==> config.mk <==
export PLATFORM = sky130hd
export DESIGN_NAME = sram_bus_ctrl
export DESIGN_NICKNAME = d
export VERILOG_FILES = /design/src/rtl/sram_bus_ctrl.sv
export SDC_FILE = /design/constraint.sdc
export NUM_CORES = 1
export LEC_CHECK = 0
export CORE_MARGIN = 2
export CORE_UTILIZATION = 65
export CTS_BUF_LIST = sky130_fd_sc_hd__clkbuf_16
export DETAILED_ROUTE_END_ITERATION = 10
export DONT_BUFFER_PORTS = 1
export GPL_ROUTABILITY_DRIVEN = 0
export PLACE_DENSITY = 0.81
export SYNTH_ARGS = -nofsm -noshare
export SYNTH_HDL_FRONTEND = slang
export SYNTH_SLANG_ARGS = --single-unit
==> constraint.sdc <==
create_clock -name clk -period 5.4 [get_ports clk]
set_input_delay 0.27 -clock clk [delete_from_list [all_inputs] [get_ports clk]]
set_output_delay 0.27 -clock clk [all_outputs]
set_load 0.05 [all_outputs]
==> src/rtl/sram_bus_ctrl.sv <==
// Bus slave for BANKS async SRAM chips on a shared bus; reads fetch two consecutive words.
// Latency: read 1+2*RD_WAIT stall cycles, write WR_WAIT+3, zero-mask write 1; stall drops in DONE.
module sram_bus_ctrl #(
  parameter int ADDR_W  = 20,
  parameter int BANKS   = 2,
  parameter int RD_WAIT = 2,
  parameter int WR_WAIT = 2
) (
  input  logic              clk,
  input  logic              rst_n,
  input  logic [31:0]       address,
  input  logic              read,
  input  logic              write,
  input  logic [31:0]       data_wr,
  input  logic [3:0]        mask,
  output logic              stall,
  output logic [31:0]       data_rd,
  output logic [31:0]       data_rd_2,
  output logic [ADDR_W-1:0] sram_addr,
  output logic [31:0]       sram_data_o,
  input  logic [31:0]       sram_data_i,
  output logic              sram_data_oe,
  output logic [3:0]        sram_be_n,
  output logic [BANKS-1:0]  sram_ce_n,
  output logic              sram_oe_n,
  output logic              sram_we_n
);

  localparam int BANK_BITS = (BANKS > 1) ? $clog2(BANKS) : 0;
  localparam int BW        = (BANK_BITS > 0) ? BANK_BITS : 1;
  localparam int MAXW      = (RD_WAIT > WR_WAIT) ? RD_WAIT : WR_WAIT;
  localparam int CNT_W     = $clog2(MAXW + 1);

  typedef enum logic [2:0] {
    IDLE, RD1, RD2, WR_SETUP, WR_PULSE, WR_HOLD, DONE
  } state_t;

  state_t             state, state_nxt;
  logic [CNT_W-1:0]   cnt;
  logic [ADDR_W-1:0]  word_in, lat_word, op_word;
  logic [BW-1:0]      bank_in, lat_bank, op_bank;
  logic [31:0]        lat_data, op_data;
  logic [3:0]         lat_mask, op_mask;
  logic [BANKS-1:0]   ce_sel;
  logic               unused_addr;

  assign word_in     = address[ADDR_W+1:2];
  assign unused_addr = ^{address[31:ADDR_W+BANK_BITS+2], address[1:0]};

  generate
    if (BANKS > 1) begin : g_bank
      assign bank_in = address[ADDR_W+BANK_BITS+1:ADDR_W+2];
    end else begin : g_nobank
      assign bank_in = 1'b0;
    end
  endgenerate

  // Request fields come straight from the bus on the accepting cycle, from the latch afterwards,
  // so a master dropping its request mid-operation cannot corrupt the access.
  assign op_word = (state == IDLE) ? word_in : lat_word;
  assign op_bank = (state == IDLE) ? bank_in : lat_bank;
  assign op_data = (state == IDLE) ? data_wr : lat_data;
  assign op_mask = (state == IDLE) ? mask    : lat_mask;

  always_comb begin
    ce_sel          = '1;
    ce_sel[op_bank] = 1'b0;
  end

  assign stall = (read | write) & (state != DONE);

  always_comb begin
    state_nxt = state;
    case (state)
      IDLE: begin
        if (write)     state_nxt = (mask == 4'h0) ? DONE : WR_SETUP;
        else if (read) state_nxt = RD1;
      end
      RD1:      if (cnt == CNT_W'(RD_WAIT - 1)) state_nxt = RD2;
      RD2:      if (cnt == CNT_W'(RD_WAIT - 1)) state_nxt = DONE;
      WR_SETUP: state_nxt = WR_PULSE;
      WR_PULSE: if (cnt == CNT_W'(WR_WAIT - 1)) state_nxt = WR_HOLD;
      WR_HOLD:  state_nxt = DONE;
      DONE:     state_nxt = IDLE;
      default:  state_nxt = IDLE;
    endcase
  end

  // Pad controls are registered from the next state so every strobe is glitch-free and
  // lines up exactly with the state it belongs to.
  always_ff @(posedge clk or negedge rst_n) begin
    if (!rst_n) begin
      state        <= IDLE;
      cnt          <= '0;
      lat_word     <= '0;
      lat_bank     <= '0;
      lat_data     <= '0;
      lat_mask     <= '0;
      data_rd      <= '0;
      data_rd_2    <= '0;
      sram_addr    <= '0;
      sram_data_o  <= '0;
      sram_data_oe <= 1'b0;
      sram_be_n    <= 4'hF;
      sram_ce_n    <= '1;
      sram_oe_n    <= 1'b1;
      sram_we_n    <= 1'b1;
    end else begin
      state <= state_nxt;
      if (state_nxt != state || state == IDLE || state == DONE) cnt <= '0;
      else                                                      cnt <= cnt + CNT_W'(1);

      if (state == IDLE) begin
        lat_word <= word_in;
        lat_bank <= bank_in;
        lat_data <= data_wr;
        lat_mask <= mask;
      end

      if (state == RD1 && state_nxt == RD2)  data_rd   <= sram_data_i;
      if (state == RD2 && state_nxt == DONE) data_rd_2 <= sram_data_i;

      case (state_nxt)
        RD1, RD2: begin
          sram_ce_n    <= ce_sel;
          sram_oe_n    <= 1'b0;
          sram_we_n    <= 1'b1;
          sram_be_n    <= 4'h0;
          sram_data_oe <= 1'b0;
          sram_addr    <= (state_nxt == RD2) ? op_word + ADDR_W'(1) : op_word;
        end
        WR_SETUP, WR_PULSE, WR_HOLD: begin
          sram_ce_n    <= ce_sel;
          sram_oe_n    <= 1'b1;
          sram_we_n    <= (state_nxt != WR_PULSE);
          sram_be_n    <= ~op_mask;
          sram_data_oe <= 1'b1;
          sram_addr    <= op_word;
          sram_data_o  <= op_data;
        end
        default: begin
          sram_ce_n    <= '1;
          sram_oe_n    <= 1'b1;
          sram_we_n    <= 1'b1;
          sram_be_n    <= 4'hF;
          sram_data_oe <= 1'b0;
        end
      endcase
    end
  end

endmodule

**After elaboration in Yosys (flattened, before gate mapping)**

Cells that the tools add are included.

- Register bits: 187
- Input bits: 104
- Output and inout port bits: 126
- Logic and storage cells: 71

- Add/subtract/negate cells: 2
- Order comparisons: 2
- Equality and inequality tests: 16
- Mux-type cells: 21
- Bitwise operators: 4
- Reduce and logical (&&, ||, !) cells: 11

Operators with widths:

| operator | count |
|---|---|
| $mux 20 | 2 |
| $pmux 20 s2 | 1 |
| $mux 32 | 1 |
| $add 20x1->20 const B | 1 |
| $eq 3x3->1 const B | 6 |
| $mux 3 | 6 |
| $pmux 3 s6 | 1 |
| $eq 3x2->1 const B | 4 |
| $pmux 4 s2 | 1 |
| $eq 3x1->1 const B | 2 |
| $ne 3x3->1 const B | 2 |
| $mux 1 | 5 |
| $reduce_or 5->1 | 1 |
| $logic_not 4->1 | 1 |
| $mux 2 | 2 |
| $mux 4 | 1 |
| $not 4->4 | 1 |
| $logic_and 1x1->1 | 3 |
| $logic_not 3->1 | 1 |
| $ne 3x3->1 | 1 |
| $reduce_or 3->1 | 1 |
| $add 2x1->2 const B | 1 |
| $eq 2x1->1 const B | 1 |
| $logic_or 1x1->1 | 2 |
| 8 further kinds | 8 |

**Depth between registers and ports, before layout**

Gate-level depths: netlist (run 1).

- Depth in word-level cells: 8
- Mapped depth: 11
- Depth with buffers taken out: 8

**Worst setup path before layout (run 1)**

No wires, ideal clock.

- Path kind: reg-to-reg
- Start point: register state[1]
- End point: register sram_addr[6]
- Library setup time: 0.125 ns
- Data arrival time: 2.239 ns
- Data required time: 5.275 ns
- Slack: 3.036 ns
- Stages on the path, launching flop included: 11
- Path buffers: 2
- Period minus slack after synthesis: 2.364 ns
- Cell sequence: dfrtp_1 > buf_2 > nor3_2 > clkbuf_1 > nand2_1 > nand2_1 > ha_1 > nand3_1 > nor3_1 > xor2_1 > mux2_2

- Elaborated cells between the ends (all ways): 24
- Those cells by class: add/sub: 1; eq/ne: 10; mux: 9; reduce/logical: 4

RTL lines:

| item | line | text |
|---|---|---|
| start, declared | 38 | `state_t state, state_nxt;` |
| start signal, assigned | 109 | `state <= state_nxt;` |
| $logic_not 3->1 | 60 | `assign op_word = (state == IDLE) ? word_in : lat_word;` |
| $mux 20 | n/a |  |
| net op_word[0] | 40 | `logic [ADDR_W-1:0] word_in, lat_word, op_word;` |
| $add 20x1->20 | 130 | `sram_addr <= (state_nxt == RD2) ? op_word + ADDR_W'(1) : op_word;` |
| $mux 20 | 130 |  |
| $pmux 20 s2 | 123 | `case (state_nxt)` |
| end signal, assigned | 130 |  |
| end signal, assigned | 138 | `sram_addr <= op_word;` |
| end, declared | 19 | `output logic [ADDR_W-1:0] sram_addr,` |

The timed path passes the listed nets, and every way through them passes these cells.
A chain may end at the register's enable or synchronous reset.

**Final worst setup path (run 1)**

- Start point: register state[1]
- End point: register sram_addr[19]

- Longest elaborated chain between the ends: 6
- Elaborated cells between the ends (all ways): 24
- Those cells by class: add/sub: 1; eq/ne: 10; mux: 9; reduce/logical: 4

Ends and longest elaborated chain:

| item |
|---|
| parallel branches: the longest is 6 deep, another holds $add 20x1->20 |

Several ways; the timed one is not identified.

==> flow_metrics.env, run 1 <==
export IMPL_cts_buffer_depth=2
export IMPL_violations="design-rule violations"
export IMPL_synth_distinct_cells=53
export IMPL_grtUsageTotal_pct=29.94
export IMPL_finalHoldViolations=0
export IMPL_finalClockSkew_ns=0.009094
export IMPL_avgRoutedWirePerCell_um=19.93
export IMPL_grt_pass1_wl_um=29530
export IMPL_clock_sinks=187
export IMPL_drv_slew=0
export IMPL_required_ns=5.71
export IMPL_start_util_pct=67.22
export IMPL_io_pins=230
export IMPL_cts_setup_buffers=0
export IMPL_clk_pin_slew_ns=0.06
export IMPL_path_class="reg -> reg"
export IMPL_cpMaxStageDelayCell="or3_2"
export IMPL_ys_seq_elements=187
export IMPL_dp_hpwl_um=11060
export IMPL_die_w_um=113.1
export IMPL_grt_max_degree=188
export IMPL_synth_edf_count=0
export IMPL_synth_warnings=0
export IMPL_rrSetupSlack_ns=2.15
export IMPL_syn_area_per_cell_um2=11.09
export IMPL_synth_largest_area_cell="dfrtp_1"
export IMPL_first_iter_violations=483
export IMPL_regToRegEndpoint="sram_addr[19]$_DFFE_PN0P_"
export IMPL_vias=5553
export IMPL_maxCapViolations=0
export IMPL_timing_fmax_mhz=308.1
export IMPL_core_area_um2=11520
export IMPL_drive_gt1_share_pct=16.13
export IMPL_netlist_area_um2=7741
export IMPL_ant_nets=0
export IMPL_n_antenna_cell=0
export IMPL_min_to="lat_word[8]$_DFF_PN0_"
export IMPL_rsz0062_at_grt="false"
export IMPL_seq_area_frac_synth_pct=60.58
export IMPL_wl_um=18410
export IMPL_grt_ovfl_total=0
export IMPL_min_path_type="in -> reg"
export IMPL_cp_end_kind="flip-flop"
export IMPL_drtPass1Iterations=8
export IMPL_synth_cells=698
export IMPL_async_flop_share_pct=100.0
export IMPL_drc=9
export IMPL_worstPathMaxFanout=37
export IMPL_final_util_pct=80.05
export IMPL_numCtsBuffers=17
export IMPL_final_nets=874
export IMPL_root_buffer="clkbuf_16"
export IMPL_synth_nets=804
export IMPL_start_kind="flip-flop"
export IMPL_die_h_um=113.1
export IMPL_io_buffers=0
export IMPL_dieArea_um2=12800
export IMPL_slowest_delay_ns=0.84
export IMPL_hold_depth=2
export IMPL_worstHoldStart="address[10]"
export IMPL_num_fill_cells=663
export IMPL_synth_top_area_share_pct=57.86
export IMPL_r2r_start="state[1]$_DFF_PN0_"
export IMPL_cts_tree="yes"
export IMPL_grt_pass1_vias=5863
export IMPL_min_period_ns=3.246
export IMPL_status="finished, violations left"
export IMPL_antenna_found_initial=0
export IMPL_maxSlewHeadroom_pct=30.93
export IMPL_area_growth_synth_to_final_pct=19.09
export IMPL_cp_arrival_ns=3.56
export IMPL_insertion_delay_ns=0.43
export IMPL_synthFlopType="dfrtp_1"
export IMPL_setup_viol=0
export IMPL_ys_top_cells_by_area="dfrtp_1 58%, mux2_2 10%, nand2_1 8.1%"
export IMPL_cts_max_level=4
export IMPL_rows=39
export IMPL_cp_cell_sequence="or3_2 > buf_4 > o31ai_4 > nor4b_2 > xor2_1 > mux2_2"
export IMPL_fin_crit_sh_pct=60.11
export IMPL_r2r_cells=6
export IMPL_fin_setup_tns_ns=0
export IMPL_vias_per_cell=6.010
export IMPL_tightest_slew_ns=1.033
-- worst max path at each step --
stage / startpoint / endpoint / slack [ns] / cells past startpoint
finish: state[1]$_DFF_PN0_ / sram_addr[19]$_DFFE_PN0P_ / 2.15 / 6
global route: state[1]$_DFF_PN0_ / sram_addr[6]$_DFFE_PN0P_ / 1.96 / 8
CTS: state[1]$_DFF_PN0_ / sram_addr[19]$_DFFE_PN0P_ / 2.18 / 6
detailed placement: state[1]$_DFF_PN0_ / sram_addr[19]$_DFFE_PN0P_ / 2.20 / 6
global placement: state[1]$_DFF_PN0_ / sram_addr[19]$_DFFE_PN0P_ / 2.23 / 6
floorplan: state[1]$_DFF_PN0_ / sram_addr[6]$_DFFE_PN0P_ / 3.04 / 10
-- synthesized netlist by cell type (2+ instances only) --
master,number
a21oi_1,18
a31oi_1,35
buf_1,2
buf_2,22
buf_4,2
buf_6,2
clkbuf_1,11
dfrtp_1,179
dfstp_2,8
ha_1,2
inv_1,13
mux2_2,71
mux2i_1,7
nand2_1,168
nand2b_1,3
nand3_1,9
nand4_1,11
nor2_1,55
nor2b_1,2
nor3_1,7
nor3b_2,2
nor4_1,2
nor4b_1,2
o2111ai_1,2
o211ai_1,4
o21ai_0,15
o31ai_1,2
or2_1,2
or3b_2,2
xnor2_1,11
xor2_1,5
-- final cells by class --
type / count / area [um^2] / share of cell area (%)
Clock buffer: 17 / 425.4 / 4.615
Clock inverter: 15 / 135.1 / 1.466
Inverter: 13 / 48.80 / 0.5293
Multi-Input combinational cell: 459 / 2840 / 30.81
Sequential cell: 187 / 4690 / 50.87
Tap cell: 143 / 178.9 / 1.941
Timing Repair Buffer: 90 / 900.9 / 9.772
-- per-layer routing --
| layer | track usage, % | vias to the layer above | share of wire [%] | wire, um |
|---|---|---|---|---|
| met2 | 53.21 | 231 | 54 | 9922 |
| li1 | - | 2515 | - | - |
| met5 | 0 | - | 0 | 0 |
| met1 | 33.62 | 2770 | 36 | 6628 |
| met3 | 9.855 | 37 | 7.7 | 1417 |
| met4 | 11.14 | 0 | 2.4 | 444 |
-- worst max-delay path: cells and delay by family (launching register included) --
kind,cells,cell delay [ns]
simple gates,2,1.18
xor+xnor,1,0.10
buf+inv,1,0.39
flops,1,0.64
compound gates,1,0.54
mux,1,0.27
-- state kept, by name (all words and copies together) (netlist names) --
signal and flops:
state 3, sram_addr 20, sram_data_o 32, lat_data 32, lat_mask 4, lat_bank 1
data_rd 32, data_rd_2 32, sram_ce_n 2, lat_word 20, sram_oe_n 1, sram_be_n 4
sram_we_n 1, sram_data_oe 1, cnt 2
-- placed cells by master (no fill, tap or decap), drive strengths merged, types with 3 or more instances in the layout --
cell type / instances
nor3: 8
nor2: 55
mux2i: 7
nand4: 11
xor2: 5
dfstp: 8
nand2b: 3
nor4b: 3
dlygate4sd3: 82
inv: 19
xnor2: 11
nand2: 168
nor4: 4
clkbuf: 17
mux2: 71
a31oi: 35
o31ai: 3
o211ai: 5
a21oi: 18
nand3: 9
dfrtp: 179
buf: 8
clkinv: 5
o21ai: 16
-- repair_timing --
action / 4_1_cts / 5_1_grt
gates resized for setup: 0 / 0
endpoints found under the setup margin: 0 / 0
hold buffers: 82 / 1
hold endpoints to repair: 308 / 1
-- stage by stage --
stage                     instance area (um^2)  hold WS, ns  std cells  worst slack [ns]
after floorplan                           7741     -0.02559        698             3.036
after global placement                    7810     -0.02077        809             2.225
after detailed placement                  7810     -0.02166        809             2.200
after CTS                                 9209    0.0004686        923             2.176
after global routing                      9219     0.002484        924             1.958
final                                     9219      0.01321        924             2.154
-- cells by family after synthesis --
| logic type | count (synthesis) | share of synthesized area, % |
|---|---|---|
| adders and majority gates | 2 | 0.3232 |
| AOI/OAI and AO/OA | 90 | 7.467 |
| xor gates and xnor gates | 16 | 1.810 |
| DFF | 187 | 60.58 |
| buffers and inverters | 52 | 3.168 |
| muxes | 78 | 11.23 |
| and+or+nand+nor | 273 | 15.42 |
Power of run 1 is left out: the tool's default activity adds up to more than one toggle a clock period on the data nets, which glitch-free logic cannot reach.
==> inputs of run 2 (changes only) <==
Settings changed: CORE_UTILIZATION 65 to 63, PLACE_DENSITY 0.81 to 0.79.
Clock period 5.4 ns to 3.3 ns, I/O delays scaled along.
==> flow_metrics.env, run 2 (synthesis results as in run 1) <==
export IMPL_drtPass1Iterations=6
export IMPL_cts_buffer_depth=2
export IMPL_avgRoutedWirePerCell_um=20.07
export IMPL_grt_max_degree=188
export IMPL_hold_buffers=91
export IMPL_n_antenna_cell=0
export IMPL_layout_common_cells="179 x dfrtp_1, 168 x nand2_1, 91 x dlygate4sd3_1, 71 x mux2_2, 54 x nor2_1"
export IMPL_min_period_ns=2.857
export IMPL_start_kind="flip-flop"
export IMPL_ant_nets=0
export IMPL_dieArea_um2=13190
export IMPL_finalHoldViolations=187
export IMPL_antenna_found_initial=0
export IMPL_slowest_delay_ns=0.78
export IMPL_grt_ovfl_total=0
export IMPL_status="finished, violations left"
export IMPL_rsz0062_at_grt="false"
export IMPL_finalClockSkew_ns=0.008898
export IMPL_clock_sinks=187
export IMPL_cts_tree="yes"
export IMPL_drive_gt1_share_pct=16.92
export IMPL_cp_arrival_ns=3.16
export IMPL_required_ns=3.61
export IMPL_setup_viol=0
export IMPL_core_area_um2=12010
export IMPL_cp_cell_sequence="or3_2 > o31ai_4 > nor4b_2 > xor2_1 > mux2_2"
export IMPL_drc=0
export IMPL_first_iter_violations=437
export IMPL_grt_pass1_wl_um=29680
export IMPL_path_class="reg -> reg"
export IMPL_worstPathMaxFanout=20
export IMPL_final_common_cell="dfrtp_1"
export IMPL_cpMaxStageDelayCell="or3_2"
export IMPL_cp_end_kind="flip-flop"
export IMPL_min_path_type="in -> async"
export IMPL_drv_slew=0
export IMPL_r2r_start="state[2]$_DFF_PN0_"
export IMPL_io_pins=230
export IMPL_final_nets=886
export IMPL_grt_pass1_vias=5873
export IMPL_io_buffers=0
export IMPL_root_buffer="clkbuf_16"
export IMPL_dp_hpwl_um=11000
export IMPL_grtUsageTotal_pct=29.30
export IMPL_maxCapViolations=0
export IMPL_start_util_pct=64.45
export IMPL_wl_um=18850
export IMPL_fin_crit_sh_pct=86.56
export IMPL_fin_setup_tns_ns=0
export IMPL_rrSetupSlack_ns=0.44
export IMPL_vias_per_cell=6.028
export IMPL_die_h_um=114.9
export IMPL_vias=5660
export IMPL_rows=40
export IMPL_cts_setup_buffers=0
export IMPL_area_growth_synth_to_final_pct=21.11
export IMPL_r2r_cells=5
export IMPL_regToRegEndpoint="sram_addr[19]$_DFFE_PN0P_"
export IMPL_die_w_um=114.9
export IMPL_insertion_delay_ns=0.43
export IMPL_critPathTopFamily="simple AND/OR/NAND/NOR gates"
export IMPL_maxSlewHeadroom_pct=46.80
export IMPL_violations="negative hold slack"
export IMPL_hold_worst_slack_ns=-0.5680
export IMPL_clk_pin_slew_ns=0.07
export IMPL_numCtsBuffers=17
export IMPL_cts_resized_gates=0
export IMPL_cts_max_level=4
export IMPL_cp_buffers_inverters=0
export IMPL_timing_fmax_mhz=350.1
export IMPL_tightest_slew_ns=0.7980
-- run 2: cell types whose count changed in the layout (fill, tap and decap cells not counted), moves of 2 or more --
cell | before | now
buf_4 | 7 | 11
dlygate4sd3_1 | 82 | 91
inv_6 | 1 | 4
inv_1 | 17 | 14
clkinv_1 | 3 | 0
bufinv_16 | 2 | 4
-- run 2: worst max path at each step --
stage                             startpoint                   endpoint  slack [ns]  cells after the start
final                     state[2]$_DFF_PN0_  sram_addr[19]$_DFFE_PN0P_        0.44                      5
after global routing      state[2]$_DFF_PN0_  sram_addr[16]$_DFFE_PN0P_        0.31                      7
after CTS                 state[2]$_DFF_PN0_  sram_addr[19]$_DFFE_PN0P_        0.49                      5
after detailed placement  state[2]$_DFF_PN0_  sram_addr[19]$_DFFE_PN0P_        0.50                      5
after global placement    state[2]$_DFF_PN0_  sram_addr[19]$_DFFE_PN0P_        0.58                      5
after floorplan           state[1]$_DFF_PN0_   sram_addr[6]$_DFFE_PN0P_        0.94                     10
-- run 2: through the flow --
step                utilization [%]  setup WS (ns)  area (um^2)  cells
global route                  78.05         0.3094         9375    939
CTS                           78.05         0.4878         9375    939
finish                        78.05         0.4434         9375    939
detailed placement            65.31         0.5043         7845    817
floorplan                         -         0.9364         7741    698
global placement              65.31         0.5771         7845    817
-- run 2: metal layers --
metal	GRT usage, %	part of all wire (%)
met1	33.25	36
met2	50.90	54
met3	8.329	7.3
met4	14.62	3.2
met5	0	0
-- run 2: final cells by class --
| type | count | area, um^2 |
|---|---|---|
| repair buffers | 102 | 993.5 |
| inverters | 13 | 48.80 |
| multi-input cells | 459 | 2840 |
| well taps | 147 | 183.9 |
| fillers | 719 | 2636 |
| flip-flops and latches | 187 | 4690 |
| clock buffers | 17 | 425.4 |
| clock inverters | 14 | 193.9 |
-- run 2: worst register-to-register path, delay by kind of cell, from the launching register on --
kind	cells	cell delay (ns)
compound gates	1	0.62
mux	1	0.29
xor+xnor	1	0.13
simple gates	2	1.13
flops	1	0.57
Power of run 2 is left out for the same reason.
==> inputs of run 3 (changes only) <==
Settings changed: ABC_AREA set to 1, GPL_TIMING_DRIVEN set to 0.
==> flow_metrics.env, run 3 <==
export IMPL_fin_crit_sh_pct=75.80
export IMPL_start_kind="flip-flop"
export IMPL_min_path_type="in -> async"
export IMPL_io_buffers=0
export IMPL_tightest_slew_ns=0.5447
export IMPL_layout_common_cells="271 x nand2_1, 179 x dfrtp_1, 87 x dlygate4sd3_1, 77 x o21ai_0, 71 x inv_1"
export IMPL_synth_common_cells="271 x nand2_1, 179 x dfrtp_1, 77 x o21ai_0"
export IMPL_avgRoutedWirePerCell_um=18.07
export IMPL_met2_usage_pct=51.15
export IMPL_grtUsageMet1_pct=35.73
export IMPL_vias_per_cell=5.601
export IMPL_synth_distinct_cells=28
export IMPL_dieArea_um2=13010
export IMPL_status="finished, violations left"
export IMPL_die_w_um=114.1
export IMPL_grt_busiest_layer="met2"
export IMPL_netlist_area_um2=7632
export IMPL_setup_viol=0
export IMPL_synthFlopType="dfrtp_1"
export IMPL_required_ns=3.63
export IMPL_synth_cells=803
export IMPL_drc=0
export IMPL_path_class="reg -> reg"
export IMPL_cts_resized_gates=0
export IMPL_ys_top_cells_by_area="dfrtp_1 59%, nand2_1 13%, o21ai_0 5.0%"
export IMPL_rsz0062_at_grt="false"
export IMPL_synth_largest_area_cell="dfrtp_1"
export IMPL_core_area_um2=11910
export IMPL_hold_buffers=87
export IMPL_cp_cell_sequence="nor2_2 > nand2_2 > buf_6 > buf_6 > nand2_1 > o21ai_1 > inv_1 > ha_1 > nand3_1 > inv_1 > nand3_1 > nor2_4 > nand3_1 > nand3_1 > nand2_1"
export IMPL_grt_pass1_wl_um=30410
export IMPL_cp_arrival_ns=2.83
export IMPL_min_period_ns=2.501
export IMPL_synth_nets=909
export IMPL_slowest_delay_ns=0.42
export IMPL_cp_end_kind="flip-flop"
export IMPL_cts_max_level=4
export IMPL_first_iter_violations=489
export IMPL_ant_nets=0
export IMPL_hold_worst_slack_ns=-0.5838
export IMPL_timing_fmax_mhz=399.8
export IMPL_seq_area_frac_synth_pct=61.44
export IMPL_drv_slew=0
export IMPL_antenna_found_initial=0
export IMPL_synth_warnings=0
export IMPL_cts_setup_buffers=0
export IMPL_clk_pin_slew_ns=0.07
export IMPL_rows=40
export IMPL_cts_tree="yes"
export IMPL_async_flop_share_pct=100.0
export IMPL_syn_area_per_cell_um2=9.505
export IMPL_grt_pass1_vias=6173
export IMPL_clock_sinks=187
export IMPL_finalClockSkew_ns=0.01175
export IMPL_drtPass1Iterations=8
export IMPL_grt_ovfl_total=0
export IMPL_fin_setup_tns_ns=0
export IMPL_worstPathMaxFanout=10
export IMPL_ys_seq_elements=187
export IMPL_maxCapViolations=0
export IMPL_grt_max_degree=188
export IMPL_maxSlewHeadroom_pct=63.69
export IMPL_synth_edf_count=0
export IMPL_cts_buffer_depth=2
export IMPL_multiInputGateArea_um2=2484
export IMPL_path_common_cell="nand3_1"
export IMPL_root_buffer="clkbuf_16"
export IMPL_io_pins=230
export IMPL_num_fill_cells=758
export IMPL_dp_hpwl_um=12370
export IMPL_insertion_delay_ns=0.44
export IMPL_finalHoldViolations=187
export IMPL_area_growth_synth_to_final_pct=20.51
export IMPL_numCtsBuffers=17
export IMPL_start_util_pct=64.08
export IMPL_wl_um=19310
export IMPL_final_nets=1015
export IMPL_met3_usage_pct=9.688
export IMPL_die_h_um=114.1
export IMPL_regArea_um2=4690
export IMPL_violations="negative hold slack"
export IMPL_yosysMostFrequentCell="nand2_1"
export IMPL_drive_gt1_share_pct=12.80
export IMPL_grtUsageTotal_pct=30.50
export IMPL_cpMaxStageDelayCell="dfrtp_1"
export IMPL_synth_top_area_share_pct=58.69
export IMPL_vias=5988
export IMPL_n_antenna_cell=0
export IMPL_final_common_cell="nand2_1"
[run 3: final cells by class]
class	count	share of cell area, %
buffer	34	1.850
sequential	187	50.99
clock inverter	15	0.9250
tap	147	2.000
timing repair buffer	87	9.468
inverter	77	3.142
multi-input combinational	505	27.00
clock buffer	17	4.625
[run 3: worst max-delay path: cells and delay by family, from the launching register on]
family	cells	cell delay, ns
AOI/OAI and AO/OA	1	0.09
adders and majority gates	1	0.19
buffers and inverters	4	0.53
DFF	1	0.42
and+or+nand+nor	9	1.16
[run 3: metal layers]
layer  share of wire [%]  up-vias
met5                   0        -
met4                 3.5        0
met3                 7.8       57
met2                  52      290
met1                  37     2889
li1                    -     2752
[run 3: logic make-up (layout without fill, tap and decap cells)]
logic type | count (synthesis) | in the layout | synth area share (%)
AOI/OAI and AO/OA | 97 | 97 | 6.672
xor gates and xnor gates | 7 | 7 | 0.8033
adders and majority gates | 2 | 2 | 0.3278
buffers and inverters | 111 | 230 | 6.016
DFF | 187 | 187 | 61.44
muxes | 34 | 34 | 5.016
and+or+nand+nor | 365 | 365 | 19.72
[run 3: stage by stage]
step                worst slack, ns  cell area (um^2)  utilization, %  hold slack, ns  instances
floorplan                     1.232              7632               -         -0.1306        803
global placement             0.9948              7816           65.62         -0.1258        950
detailed placement           0.9202              7816           65.62         -0.1246        950
CTS                          0.8346              9198           77.22         -0.5873       1069
global route                 0.5443              9198           77.22         -0.5959       1069
finish                       0.7985              9198           77.22         -0.5838       1069
[run 3: worst paths after layout]
check	cells past startpoint	slack, ns	from	endpoint
max reg2reg	15	0.80	state[0]$_DFF_PN0_	sram_addr[12]$_DFFE_PN0P_
max in group asynchronous	0	3.53	rst_n	sram_oe_n$_DFF_PN1_
min in group clk	2	0.04	address[18]	lat_word[16]$_DFF_PN0_
min reg2reg	1	0.43	cnt[0]$_DFF_PN0_	cnt[0]$_DFF_PN0_
min	0	-0.58	rst_n	sram_addr[9]$_DFFE_PN0P_
max	15	0.80	state[0]$_DFF_PN0_	sram_addr[12]$_DFFE_PN0P_
Power of run 3 is left out for the same reason.
